## src/rtl/instr_fetch_pkg.sv

```systemverilog
// rtl/instr_fetch_pkg.sv - opcode, width and fetch-state definitions shared by fetch and decode
package instr_fetch_pkg;

    localparam int IW   = 9;
    localparam int OPW  = 4;
    localparam int PC_W = 10;

    localparam logic [OPW-1:0] OP_SHIFT = 4'd0;
    localparam logic [OPW-1:0] OP_BRZ   = 4'd1;
    localparam logic [OPW-1:0] OP_BRN   = 4'd2;
    localparam logic [OPW-1:0] OP_BRU   = 4'd3;
    localparam logic [OPW-1:0] OP_LD    = 4'd4;
    localparam logic [OPW-1:0] OP_ST    = 4'd5;
    localparam logic [OPW-1:0] OP_PUSH  = 4'd6;
    localparam logic [OPW-1:0] OP_POP   = 4'd7;
    localparam logic [OPW-1:0] OP_LDI   = 4'b1110;
    localparam logic [OPW-1:0] OP_DONE  = 4'b1111;

    typedef enum logic [1:0] {
        IDLE = 2'd0,
        RUN  = 2'd1,
        IMM  = 2'd2,
        HALT = 2'd3
    } fetch_state_t;

endpackage

```

## src/rtl/instr_fetch_pc_lut.sv

```systemverilog
// rtl/instr_fetch_pc_lut.sv - combinational branch-target table, index to absolute PC
module pc_lut #(
    parameter int LUT_W = 5,
    parameter int PC_W  = 10
) (
    input  logic [LUT_W-1:0] i_idx,
    output logic [PC_W-1:0]  o_target
);

    // Unlisted indices fall back to PC 0 so a stray branch restarts the program.
    always_comb begin
        o_target = '0;
        case (i_idx)
            LUT_W'(0):  o_target = PC_W'(0);
            LUT_W'(1):  o_target = PC_W'(8);
            LUT_W'(2):  o_target = PC_W'(16);
            LUT_W'(3):  o_target = PC_W'(40);
            LUT_W'(4):  o_target = PC_W'(100);
            LUT_W'(5):  o_target = PC_W'(200);
            LUT_W'(6):  o_target = PC_W'(512);
            LUT_W'(7):  o_target = PC_W'(777);
            LUT_W'(31): o_target = PC_W'(1020);
            default:    o_target = '0;
        endcase
    end

endmodule

```

## src/rtl/instr_fetch.sv

```systemverilog
// rtl/instr_fetch.sv - PC sequencer feeding the decoder: LDI prefix, LUT branches, halt
module instr_fetch #(
    parameter int PC_W  = 10,
    parameter int IW    = 9,
    parameter int OPW   = 4,
    parameter int LUT_W = 5,
    parameter int CNT_W = 16
) (
    input  logic             Clk,
    input  logic             Reset,
    input  logic             Start,
    input  logic             Branch,
    input  logic             Taken,
    input  logic [IW-1:0]    ImemData,
    output logic [PC_W-1:0]  ImemAddr,
    output logic [IW-1:0]    Instr,
    output logic             InstrValid,
    output logic             ldImmed,
    output logic             Done,
    output logic [CNT_W-1:0] CycleCount
);

    import instr_fetch_pkg::fetch_state_t;
    import instr_fetch_pkg::IDLE;
    import instr_fetch_pkg::RUN;
    import instr_fetch_pkg::IMM;
    import instr_fetch_pkg::HALT;
    import instr_fetch_pkg::OP_LDI;
    import instr_fetch_pkg::OP_DONE;

    fetch_state_t     r_state;
    logic [PC_W-1:0]  r_pc;
    logic             r_done;
    logic [CNT_W-1:0] r_cnt;

    logic [OPW-1:0]   w_opcode;
    logic [PC_W-1:0]  w_target;
    logic [PC_W-1:0]  w_pc_inc;
    logic [CNT_W-1:0] w_cnt_inc;

    assign w_opcode  = ImemData[IW-1 -: OPW];
    assign w_pc_inc  = r_pc + 1'b1;
    assign w_cnt_inc = (r_cnt == '1) ? r_cnt : r_cnt + 1'b1;

    pc_lut #(
        .LUT_W (LUT_W),
        .PC_W  (PC_W)
    ) u_pc_lut (
        .i_idx    (ImemData[LUT_W-1:0]),
        .o_target (w_target)
    );

    // Start outranks everything but Reset: it restarts from any state.
    always_ff @(posedge Clk) begin
        if (Reset) begin
            r_state <= IDLE;
            r_pc    <= '0;
            r_done  <= 1'b0;
            r_cnt   <= '0;
        end else if (Start) begin
            r_state <= IDLE;
            r_pc    <= '0;
            r_done  <= 1'b0;
            r_cnt   <= '0;
        end else begin
            case (r_state)
                IDLE: begin
                    r_state <= RUN;
                end
                RUN: begin
                    r_cnt <= w_cnt_inc;
                    if (w_opcode == OP_LDI) begin
                        r_pc    <= w_pc_inc;
                        r_state <= IMM;
                    end else if (w_opcode == OP_DONE) begin
                        r_done  <= 1'b1;
                        r_state <= HALT;
                    end else if (Branch && Taken) begin
                        r_pc <= w_target;
                    end else begin
                        r_pc <= w_pc_inc;
                    end
                end
                IMM: begin
                    r_cnt   <= w_cnt_inc;
                    r_pc    <= w_pc_inc;
                    r_state <= RUN;
                end
                default: begin
                    r_state <= HALT;
                end
            endcase
        end
    end

    assign ImemAddr   = r_pc;
    assign Instr      = ImemData;
    assign InstrValid = (r_state == RUN) || (r_state == IMM);
    assign ldImmed    = (r_state == IMM);
    assign Done       = r_done;
    assign CycleCount = r_cnt;

endmodule

```

## config.mk

```make
export PLATFORM = sky130hd
export DESIGN_NAME = instr_fetch
export DESIGN_NICKNAME = d
export VERILOG_FILES = /design/src/rtl/instr_fetch_pkg.sv /design/src/rtl/instr_fetch_pc_lut.sv /design/src/rtl/instr_fetch.sv
export SDC_FILE = /design/constraint.sdc
export NUM_CORES = 1
export LEC_CHECK = 0
export CORE_MARGIN = 5
export CORE_UTILIZATION = 43
export CTS_CLUSTER_SIZE = 16
export DETAILED_ROUTE_END_ITERATION = 10
export HOLD_SLACK_MARGIN = 0.02
export PLACE_DENSITY = 0.8
export SYNTH_ARGS = -nofsm -noshare
export SYNTH_HDL_FRONTEND = slang
export SYNTH_SLANG_ARGS = --single-unit
```

## constraint.sdc

```tcl
create_clock -name Clk -period 1.95 [get_ports Clk]
set_clock_uncertainty 0.15 [all_clocks]
set_input_delay 0.4875 -clock Clk [delete_from_list [all_inputs] [get_ports Clk]]
set_output_delay 0.4875 -clock Clk [all_outputs]
set_load 0.01 [all_outputs]
```

Word-level counts from Yosys, hierarchy flattened:

Memories as Yosys holds them, arrays and structs flattened.
Cells that the tools add are included.

* memories: 1
* output and inout port bits: 38
* flip-flop bits (word level): 29
* ROM bits: 288
* word-level logic and storage cells: 33

Memory list
* (no name shown): depth 32, bits a word 9, rd ports 1, clocked after memory_dff 0, wr ports 0, RTL line instr_fetch_pc_lut.sv:13 `case (i_idx)`

* muxes and demuxes: 7
* reductions and logical operators: 10
* add/sub/neg operators: 2
* bitwise logic cells: 2
* equal/unequal tests: 7

Operators by type and width (count)
* 10-bit 2-to-1 mux: 3
* 10-bit one-hot mux with 2 select lines: 1
* 16-bit by 1-bit adder with 16-bit output, second input constant: 1
* 16-bit equality test, second input constant: 1
* 10-bit by 1-bit adder with 10-bit output, second input constant: 1
* 4-bit equality test, second input constant: 2
* 3-bit inequality test, second input constant: 2
* 2-bit OR reduction: 3
* 2-bit 2-to-1 mux: 2
* 2-bit one-hot mux with 2 select lines: 1
* 2-bit AND reduction: 2
* 3-bit AND reduction: 1
* 2-bit by 1-bit equality test with 1-bit output, second input constant: 1
* 2-bit equality test, second input constant: 1
* 2-bit zero test: 1
* 1-bit NOT: 2
* 2-bit nonzero test: 1
* 1-bit logical AND: 1
* 1-bit logical OR: 1

Longest topological paths before layout:

* depth in word-level cells: 5
* mapped depth: 8

By module:

Synthesis repeated with hierarchy kept, for this count alone.

* cells, all modules: 248
* area, all modules: 1989.4 um^2

By module, submodules not included
* instr_fetch: instances 1, seq. area each 580.6 um^2, area each 1809.2 um^2, cells each 217
* pc_lut: instances 1, seq. area each 0.0 um^2, area each 180.2 um^2, cells each 31

Least setup slack after synthesis:

OpenSTA, ideal clock, no wires.

* path type: reg-to-reg
* start: register r_state[0]
* end: register r_cnt[15] (netlist: CycleCount[15])
* clock period less this slack: 2.174 ns
* arrival: 1.953 ns
* cell stages (with the launch flop): 8
* slack: -0.224 ns
* cells stage by stage: dfxtp_1 -> inv_1 -> ha_1 -> buf_2 -> nand3_1 -> a311o_1 -> or4_1 -> a21oi_1

* longest elaborated chain between the ends: 3

RTL lines
* from (decl): RTL line instr_fetch.sv:31 `fetch_state_t r_state;`
* from (signal assigned): RTL line instr_fetch.sv:56 `r_state <= IDLE;`
* from (signal assigned): RTL line instr_fetch.sv:61 `r_state <= IDLE;`
* from (signal assigned): RTL line instr_fetch.sv:68 `r_state <= RUN;`
* 2-bit equality test / 2-bit by 1-bit equality test with 1-bit output (equally long branches): RTL line instr_fetch.sv:66 `case (r_state)`
* 2-bit OR reduction (no source line) (*)
* 2-bit AND reduction (no source line) (*)
* to (signal assigned): RTL line instr_fetch.sv:71 `r_cnt <= w_cnt_inc;`
* to (signal assigned): RTL line instr_fetch.sv:85 `r_cnt <= w_cnt_inc;`
* to (decl): RTL line instr_fetch.sv:34 `logic [CNT_W-1:0] r_cnt;`

Every way passes the cells marked *; elsewhere a longest branch is shown, timed or not.
A chain may end at the register's enable or synchronous reset.

Worst setup path after layout:

* start: register r_state[1]
* end: register r_cnt[11] (netlist: CycleCount[11])

Same word-level chain as after synthesis.

==> run_results.csv <==
group,metric,value,unit
global_route,grt_antenna_before_repair,0,
synthesis,synth.distinct_cells,49,
setup_path,arrival,2000,ps
setup_path,crit_type,"register to register",
synthesis,synth.area.top_cells,"dfxtp_1 (31%), a21oi_1 (4.8%), ha_1 (4.0%)",
synthesis,synthCells,236,
power_and_ir_drop,leakagePower,0.00105,uW
global_route,grt_overflow,0,
die,rows,24,
sta,fmax,518,MHz
die,io_pins,52,
routing,ant_nets,0,
sta,finalCriticalPeriod,1930,ps
global_route,track_usage,19.1,%
global_route,grt_max_degree,15,
setup_path,worstPathMaxFanout,7,
synthesis,syn_avg_cell_area,7.94,um^2
place,place_area,2670,um^2
cts,path_clk_slew,60,ps
setup_path,reg2reg_depth,6,
setup_path,r2r_setup_slack,20,ps
routing,vias_per_cell,5.95,
synthesis,syn_area,1870,um^2
sta,tightest_slew,363,ps
sta,setup_ws,19.6,ps
routing,num_vias,2191,
setup_path,startpoint,"r_state[1]$_SDFFE_PP0P_",
synthesis,yosys_warnings,0,
place,dp_hpwl,4270,um
place,port_buffers,51,
sta,setup_viol,0,
die,die_area,5780,um^2
synthesis,synth_top_area_share,31.0,%
routing,wl,5710,um
setup_path,reg2reg_to,"CycleCount[11]$_SDFFE_PP0P_",
min_path,hold_class,"register to register",
global_route,use_met1,25.2,%
finish,fillers,372,
power_and_ir_drop,ir_drop,592,uV
cts,htreeDepth,2,
place,gp_congestion,0.889,
die,die_x,76.0,um
run,cap_violations,0,
die,initial_core_util,43.6,%
routing,drt_iter0_markers,181,
setup_path,crit_path_end,"CycleCount[11]$_SDFFE_PP0P_",
setup_path,endpoint_kind,"register",
cts,clk_latency,280,ps
cts,hold_buffers,0,
synthesis,synth_edf_count,0,
synthesis,seq_area_frac_synth,31.0,%
power_and_ir_drop,p_per_area,474,nW/um^2
synthesis,synth_fp_nets,256,
sta,hold_violations,0,
run_status,status,"complete, no violations",
global_route,grt_pass1_vias,2037,
global_route,use_met3,3.55,%
cts,cts_tree,"yes",
die,die_h,76.0,um
routing,drc,0,
synthesis,yosys_most_used_dff,"dfxtp_1",
synthesis,ys_ff_latch,29,
cts,clk_root_buffer_cell,"clkbuf_8",
sta,drv_slew,0,
sta,worst_slew_margin_rel,75.6,%
finish,finalInstanceArea,2820,um^2
die,core,4290,um^2
routing,routedWlPerCell,15.5,um
setup_path,crit_path_start_kind,"register",
synthesis,synth_area_leader_cell,"dfxtp_1",
global_route,busiest_layer,"met2",
cts,cts_num_sinks,29,
setup_path,rr_startpoint,"r_state[1]$_SDFFE_PP0P_",
power_and_ir_drop,p_total,1340,uW
finish,area.growth.synth_to_final,50.3,%
cts,cts_buffers,5,
sta,rsz0062_at_grt,"true",
global_route,use_met2,31.3,%
finish,drive_gt1_share,26.3,%
min_path,holdPathStages,2,
sta,period_share,99.0,%
global_route,grt_pass1_wl,9430,um
synthesis,async_flop_share,0,%
finish,diodes,0,
routing,firstDrtPassIters,4,
setup_path,crit_required,2010,ps
finish,fin_nets,335,
place,dp_slack,-322,ps
cts,clockBufferDepth,2,
stage by stage:
step / TNS, ps / util [%] / hold slack, ps / instances
global placement: -4120 / 62.3 / 310 / 359
detailed placement: -4850 / 62.3 / 307 / 359
floorplan: -58.7 / - / 330 / 236
global route: -235 / 65.6 / 341 / 368
finish: 0 / 65.6 / 319 / 368
CTS: 0 / 64.0 / 324 / 367
cell type report:
| cell class | instances | area (um^2) | share of cell area, % |
|---|---|---|---|
| clock buffers | 6 | 72.6 | 2.58 |
| clock inverters | 2 | 10.0 | 0.355 |
| inverters | 11 | 41.3 | 1.47 |
| multi-input cells | 176 | 1210 | 42.9 |
| flip-flops and latches | 29 | 599 | 21.3 |
| well taps | 52 | 65.1 | 2.31 |
| repair buffers | 92 | 821 | 29.1 |
what timing repair did:
action                                  in CTS  in global routing
pin swaps                                    1                  0
buffers inserted                             0                  1
resized for setup                           17                 22
endpoints found under the setup margin      21                 24
worst max-delay path, stage by stage (launching register included):
cell     delay (ps)
dfxtp_2         350
inv_2            50
ha_4            290
nand3_2          80
a311o_2         390
or4_1           430
a21oi_2         130
placed cells by master (no fill, tap or decap), types with 3 or more instances in the layout:
cell type | netlist | routed
nand2_1 | 17 | 17
a211oi_1 | 5 | 4
nor3_1 | 6 | 6
nand3_1 | 15 | 14
o21ai_0 | 10 | 10
or3_1 | 4 | 4
clkdlybuf4s50_1 | 0 | 40
nor3b_1 | 4 | 4
clkdlybuf4s15_1 | 0 | 3
nor2_1 | 11 | 11
and3_1 | 10 | 9
a32o_1 | 3 | 3
or4_1 | 4 | 3
dlygate4sd2_1 | 0 | 8
o211ai_1 | 3 | 3
buf_4 | 9 | 40
mux2i_1 | 5 | 5
a31oi_1 | 6 | 6
inv_1 | 11 | 9
nand4_1 | 10 | 10
dfxtp_2 | 0 | 15
a21oi_1 | 18 | 16
dfxtp_1 | 29 | 14
ha_1 | 6 | 5
clkbuf_8 | 0 | 5
flip-flops by register name, indices dropped and copies added (netlist names):
name,count
CycleCount,16
ImemAddr,10
Done,1
r_state,2
logic make-up after synthesis:
group / Yosys count / synth area share, %
muxes: 5 / 2.67
and+or+nand+nor: 97 / 29.1
adders and majority gates: 6 / 4.01
buffers and inverters: 31 / 8.21
xor gates and xnor gates: 2 / 0.935
AOI/OAI and AO/OA: 66 / 24.1
DFF: 29 / 31.0
how the worst min path moves through the flow:
stage / startpoint / slack, ps / to
6_report: ImemAddr[8]$_SDFFE_PP0P_ / 320 / ImemAddr[8]$_SDFFE_PP0P_
5_1_grt: ImemAddr[8]$_SDFFE_PP0P_ / 340 / ImemAddr[8]$_SDFFE_PP0P_
4_1_cts: ImemAddr[8]$_SDFFE_PP0P_ / 320 / ImemAddr[8]$_SDFFE_PP0P_
3_5_place_dp: ImemAddr[8]$_SDFFE_PP0P_ / 310 / ImemAddr[8]$_SDFFE_PP0P_
3_3_place_gp: ImemAddr[8]$_SDFFE_PP0P_ / 310 / ImemAddr[8]$_SDFFE_PP0P_
2_1_floorplan: ImemAddr[8]$_SDFFE_PP0P_ / 330 / ImemAddr[8]$_SDFFE_PP0P_
synthesized netlist by cell type (all sizes together), types with 3 or more instances:
cell / instances
a21oi: 18
nor4: 3
a211oi: 5
ha: 6
o211ai: 3
mux2i: 5
buf: 12
clkbuf: 8
a32o: 3
or3: 5
and3: 11
nand2: 17
nand4: 10
nand3: 15
nor3b: 4
dfxtp: 29
and2: 3
o21ai: 10
a31oi: 6
or4: 4
nor2: 11
inv: 11
o31ai: 3
nor3: 6
metal layers:
layer  vias up  share of wire, %
li1       1060                 -
met1      1045                44
met2        75                49
met3        11               6.0
met4         0               1.6
met5         -                 0
where the power goes:
part	switching (uW)	internal (uW)	total (uW)	leakage, uW
combinational	118	129	247	0.000759
sequential	6.85	599	606	0.000241
clock	236	247	483	0.0000450
total	361	975	1340	0.00105
(Power assumes the default switching activity.)
